File: src/rtl/time_stamp_recorder.sv
// Parking-slot time stamp recorder: prescaled clock, per-slot entry stamps, exit stamp pairs.
// Optional overstay tracking enabled by defining TIME_STAMP_RECORDER_OVERSTAY_EN.
module time_stamp_recorder #(
    parameter int SLOTS    = 8,
    parameter int SW       = 3,
    parameter int TW       = 8,
    parameter int TICK_DIV = 1000
) (
    input  logic             clk,
    input  logic             rst,
    input  logic             entry_req,
    input  logic [SW-1:0]    entry_slot,
    input  logic             exit_req,
    input  logic [SW-1:0]    exit_slot,
    output logic [TW-1:0]    time_now,
    output logic [TW-1:0]    time_in,
    output logic [TW-1:0]    time_out,
    output logic [SW-1:0]    stamp_slot,
    output logic             stamp_valid,
    output logic [SLOTS-1:0] occupied,
    output logic             err,
    output logic             stamp_ovf
);

    localparam int PW = (TICK_DIV > 1) ? $clog2(TICK_DIV) : 1;

    logic [PW-1:0]    r_presc;
    logic [TW-1:0]    r_time;
    logic [TW-1:0]    r_stamp [SLOTS];
    logic [SLOTS-1:0] r_occ;
    logic [TW-1:0]    r_time_in;
    logic [TW-1:0]    r_time_out;
    logic [SW-1:0]    r_slot;
    logic             r_valid;
    logic             r_err;

    logic [SLOTS-1:0] w_ent_hit;
    logic [SLOTS-1:0] w_ext_hit;
    logic [TW-1:0]    w_ext_stamp;
    logic [TW-1:0]    w_time_nxt;
    logic             w_tick;
    logic             w_ext_ok;
    logic             w_ent_ok;
    logic             w_err;

    assign w_tick     = (r_presc == PW'(TICK_DIV - 1));
    assign w_time_nxt = r_time + 1'b1;

    // Out-of-range indices match no slot, so they fall out as illegal.
    always_comb begin
        w_ext_stamp = '0;
        for (int i = 0; i < SLOTS; i++) begin
            w_ent_hit[i] = entry_req && (entry_slot == SW'(i));
            w_ext_hit[i] = exit_req && (exit_slot == SW'(i));
            if (w_ext_hit[i]) w_ext_stamp = r_stamp[i];
        end
    end

    assign w_ext_ok = |(w_ext_hit & r_occ);
    // A same-slot exit frees the slot for the entry in the same edge.
    assign w_ent_ok = |(w_ent_hit & (~r_occ | w_ext_hit));
    assign w_err    = (entry_req && !w_ent_ok) || (exit_req && !w_ext_ok);

    always_ff @(posedge clk) begin
        if (rst) begin
            r_presc    <= '0;
            r_time     <= '0;
            r_occ      <= '0;
            r_time_in  <= '0;
            r_time_out <= '0;
            r_slot     <= '0;
            r_valid    <= 1'b0;
            r_err      <= 1'b0;
            for (int i = 0; i < SLOTS; i++) r_stamp[i] <= '0;
        end else begin
            r_presc <= w_tick ? '0 : r_presc + 1'b1;
            if (w_tick) r_time <= w_time_nxt;
            r_valid <= w_ext_ok;
            r_err   <= w_err;
            if (w_ext_ok) begin
                r_time_in  <= w_ext_stamp;
                r_time_out <= r_time;
                r_slot     <= exit_slot;
            end
            for (int i = 0; i < SLOTS; i++) begin
                if (w_ext_hit[i] && r_occ[i]) r_occ[i] <= 1'b0;
                if (w_ent_hit[i] && w_ent_ok) begin
                    r_occ[i]   <= 1'b1;
                    r_stamp[i] <= r_time;
                end
            end
        end
    end

`ifdef TIME_STAMP_RECORDER_OVERSTAY_EN
    logic [SLOTS-1:0] r_ovf;
    logic             r_stamp_ovf;
    logic             w_ext_ovf;

    assign w_ext_ovf = |(w_ext_hit & r_ovf);

    // The counter catching up to a stored stamp means the dwell aliased.
    always_ff @(posedge clk) begin
        if (rst) begin
            r_ovf       <= '0;
            r_stamp_ovf <= 1'b0;
        end else begin
            if (w_ext_ok) r_stamp_ovf <= w_ext_ovf;
            for (int i = 0; i < SLOTS; i++) begin
                if (w_ent_hit[i] && w_ent_ok)
                    r_ovf[i] <= 1'b0;
                else if (w_tick && r_occ[i] && (r_stamp[i] == w_time_nxt))
                    r_ovf[i] <= 1'b1;
            end
        end
    end

    assign stamp_ovf = r_stamp_ovf;
`else
    assign stamp_ovf = 1'b0;
`endif

    assign time_now    = r_time;
    assign time_in     = r_time_in;
    assign time_out    = r_time_out;
    assign stamp_slot  = r_slot;
    assign stamp_valid = r_valid;
    assign occupied    = r_occ;
    assign err         = r_err;

endmodule

File: config.mk
export PLATFORM = sky130hd
export DESIGN_NAME = time_stamp_recorder
export DESIGN_NICKNAME = d
export VERILOG_FILES = /design/src/rtl/time_stamp_recorder.sv
export SDC_FILE = /design/constraint.sdc
export NUM_CORES = 1
export LEC_CHECK = 0
export BUFFER_PORTS_ARGS = -buffer_cell sky130_fd_sc_hd__buf_2
export CORE_MARGIN = 1.5
export CORE_UTILIZATION = 45
export DETAILED_ROUTE_END_ITERATION = 12
export PLACE_DENSITY = 0.66
export SLEW_MARGIN = 20
export SYNTH_ARGS = -nofsm -noshare
export SYNTH_HDL_FRONTEND = slang
export SYNTH_SLANG_ARGS = --single-unit
File: constraint.sdc
create_clock -name clk -period 2.99 [get_ports clk]
set_clock_uncertainty 0.05 [all_clocks]
set_input_delay 0.1495 -clock clk [delete_from_list [all_inputs] [get_ports clk]]
set_output_delay 0.1495 -clock clk [all_outputs]
set_load 0.005 [all_outputs]
==> results.py <==
metrics = {
    "setup_path": {
        "worst-r2r-setup-slack_ps": 1120,
        "timing.rr.start": "occupied[2]",
        "cp_cell_sequence": "buf_2, or2_1, o21ai_0, nand3_1, nand2b_1",
        "max_stage_delay_ps": 460,
        "worstPathArrival_ps": 2060,
        "reg2reg_depth": 5,
        "r2r_end": "time_in[3]",
        "critPathKind": "in -> reg",
        "cp-startpoint": "exit_slot[0]",
        "worst_ep_required_time_ps": 2990,
        "cp-start-kind": "input port",
        "end_kind": "flip-flop",
        "crit_fanout": 38,
        "cp_slowest_cell": "or2_1",
    },
    "synth": {
        "synth_nets": 479,
        "ys.flop_type": "edfxtp_1",
        "synth-async-reset-ratio": 0,
        "synth.avg_cell_area_um2": 10.70,
        "synth_area_mm2": 0.004996,
        "synth-edff-count": 64,
        "ys_ff_latch": 111,
        "synth_cells": 467,
        "ys_types": 56,
        "ys_seq_area_frac": 0.5730,
        "synth_warnings": 0,
    },
    "clock_network": {
        "post_cts_buffers": 0,
        "cts_num_sinks": 111,
        "clkLatencyLatePin_ps": 380,
        "cts_inserted_buffers": 9,
        "cts_buffer_depth": 2,
        "htreeDepth": 3,
        "cts_tree": "done",
        "cts_hold_buf": 0,
        "cts-root-buf": "clkbuf_8",
        "cts_resized": 0,
        "cts.reportedPaths.clkPinSlew_ps": 100,
    },
    "die": {
        "initial_utilization": 0.4609,
        "fp-row-count": 38,
        "die_y_um": 108.4,
        "die_area_mm2": 0.01174,
        "fp.dieW_um": 108.4,
        "io_pins": 48,
        "coreArea_mm2": 0.01084,
    },
    "min_path": {
        "min_from": "entry_req",
        "hold_path.class": "in -> reg",
        "hold_depth": 3,
        "holdPathEnd": "occupied[1]",
    },
    "route": {
        "drt_first_iter_violations": 255,
        "firstDrtPassIters": 5,
        "viasPerCell": 5.577,
        "ant_nets": 0,
        "post_drt_wl_per_cell_um": 17.10,
        "vias": 3586,
        "totalWireLength_um": 11000,
        "drcViolationCount": 0,
    },
    "place": {
        "portBuffers": 46,
        "dpl.cell_count": 627,
        "dp_hpwl_um": 7668,
        "gp_congestion": 0.8996,
        "pre_cts_ws_ps": 575.5,
        "dpl_cell_area_mm2": 0.005240,
    },
    "timing": {
        "slew_headroom": 0.5099,
        "worst_slack_ps": 931.3,
        "period_needed_ps": 2059,
        "rsz0062_at_grt": "false",
        "tightest_slew_ps": 735.2,
        "setup_viol": 0,
        "fin_setup_tns_ps": 0,
        "fmax_ghz": 0.4857,
        "final-max-slew-violation-count": 0,
        "fin_crit_sh": 0.6885,
        "hold_viol": 0,
    },
    "outcome": {
        "status": "finished, final reports clean",
    },
    "global_routing": {
        "first_global_vias": 3269,
        "grt_max_degree": 39,
        "grt_overflow": 0,
        "grt_pass1_wl_um": 17460,
        "grt_util_all_layers": 0.1997,
        "antenna_found_initial": 0,
    },
    "layout": {
        "drive_above_1_share": 0.1590,
        "area_delta_synth_final_pct": 8.941,
        "diodes": 0,
        "nets": 510,
        "fin_area_mm2": 0.005443,
        "fin_cells": 643,
    },
    "pwr": {
        "p_per_area_mw_per_mm2": 522.6,
        "ir_drop_mv": 0.3219,
        "p_leak_uw": 0.002116,
    },
    "flow_run": {
        "cap_violations": 0,
    },
}
critical path, delay by kind of cell:
| family | cells | cell delay, ps |
|---|---|---|
| buf+inv | 1 | 330 |
| simple gates | 3 | 1220 |
| compound gates | 1 | 340 |
final cells by class:
type / instances / area, um^2
clock buffers: 9 / 123.9
clock inverters: 7 / 78.83
fillers: 984 / 5398
inverters: 24 / 90.09
multi-input cells: 304 / 1867
flip-flops and latches: 111 / 2863
well taps: 140 / 175.2
repair buffers: 48 / 245.2
cell families after synthesis:
family,after synthesis,share of synthesized area
buffers and inverters,52,0.05334
adders and majority gates,2,0.005008
DFF,111,0.5730
AOI/OAI and AO/OA,84,0.1190
muxes,26,0.05535
xor gates and xnor gates,13,0.02279
and+or+nand+nor,178,0.1708
other,1,0.0007506
cell usage in the layout, fill, tap and decap left out, drive strengths merged, types with 2 or more instances in the layout:
master / n
mux2i: 22
a221oi: 6
clkbuf: 9
clkinv: 2
xor2: 10
clkinvlp: 2
a31o: 2
o21ai: 19
and3: 5
a211oi: 2
a32o: 3
nand4: 4
mux2: 3
nand3: 21
o31a: 5
or3: 5
xnor2: 3
buf: 48
dfxtp: 47
a21oi: 20
or2: 2
inv: 26
a22o: 2
nand2: 20
a32oi: 4
nand2b: 21
a21boi: 4
a22oi: 3
a31oi: 2
o22ai: 4
o221ai: 2
nor2: 86
edfxtp: 64
ha: 2
nor2b: 8
through the flow:
step,util,hold slack (ps),total power (uW)
floorplan,-,265.6,1898
global placement,0.4834,396.2,1958
detailed placement,0.4834,399.6,1962
CTS,0.5021,52.21,2870
global route,0.5021,69.77,2945
finish,0.5021,67.17,2844
synthesized netlist by cell type (2+ instances only):
cell type  instances  area, um^2
a22o_1             2       17.52
edfxtp_1          64        1922
clkbuf_1           8       30.03
o21ai_1            2       10.01
buf_1              3       11.26
o31a_1             5       43.79
nor2_1            86       322.8
nor2b_1            8       50.05
xor2_1            10       87.58
and3_1             5       31.28
buf_4              5       37.54
nand3_1           21       105.1
xnor2_1            3       26.28
o22ai_1            4       25.02
nand2b_1          21       131.4
nand2_1           20       75.07
a221oi_1           2       17.52
a32oi_1            4       35.03
mux2i_1           22       220.2
a21oi_1           20       100.1
ha_1               2       25.02
a211oi_1           2       15.01
inv_1             23       86.33
o221ai_1           2       17.52
a31oi_1            2       12.51
buf_2              6       30.03
a221oi_2           4       60.06
dfxtp_1           47       940.9
a21boi_0           4       30.03
a32o_1             3       30.03
nand4_1            3       18.77
a31o_2             2       17.52
mux2_2             3       33.78
buf_6              6       67.56
or3_1              5       31.28
a22oi_1            2       15.01
o21ai_0           17       85.08
power by group:
part	leakage (uW)	internal, uW	switching, uW
clock	0.0000977	396	521
combinational	0.000971	85.5	150
sequential	0.00105	1670	24.9
how the worst max path moves through the flow:
stage | depth (start not counted) | endpoint | slack (ps)
global route | 5 | r_stamp[0][15] | 780
CTS | 5 | r_stamp[1][7] | 980
global placement | 5 | r_stamp[1][3] | 650
finish | 5 | r_stamp[1][7] | 930
detailed placement | 5 | r_stamp[1][7] | 580
floorplan | 6 | r_stamp[1][0] | 1200
routing by layer:
| layer | track usage | up-vias | part of all wire |
|---|---|---|---|
| met1 | 0.2676 | 1710 | 0.43 |
| met4 | 0.08083 | 0 | 0.028 |
| met3 | 0.04219 | 23 | 0.072 |
| met2 | 0.3160 | 150 | 0.47 |
| li1 | - | 1703 | - |
| met5 | 0 | - | 0 |
sequential cells by signal, summed over array words and instances, names as in the netlist:
signal	flops
time_out	8
r_presc	10
stamp_slot	3
time_now	8
r_stamp	64
err	1
occupied	8
stamp_valid	1
time_in	8
Power figures use the tool's default switching activity.
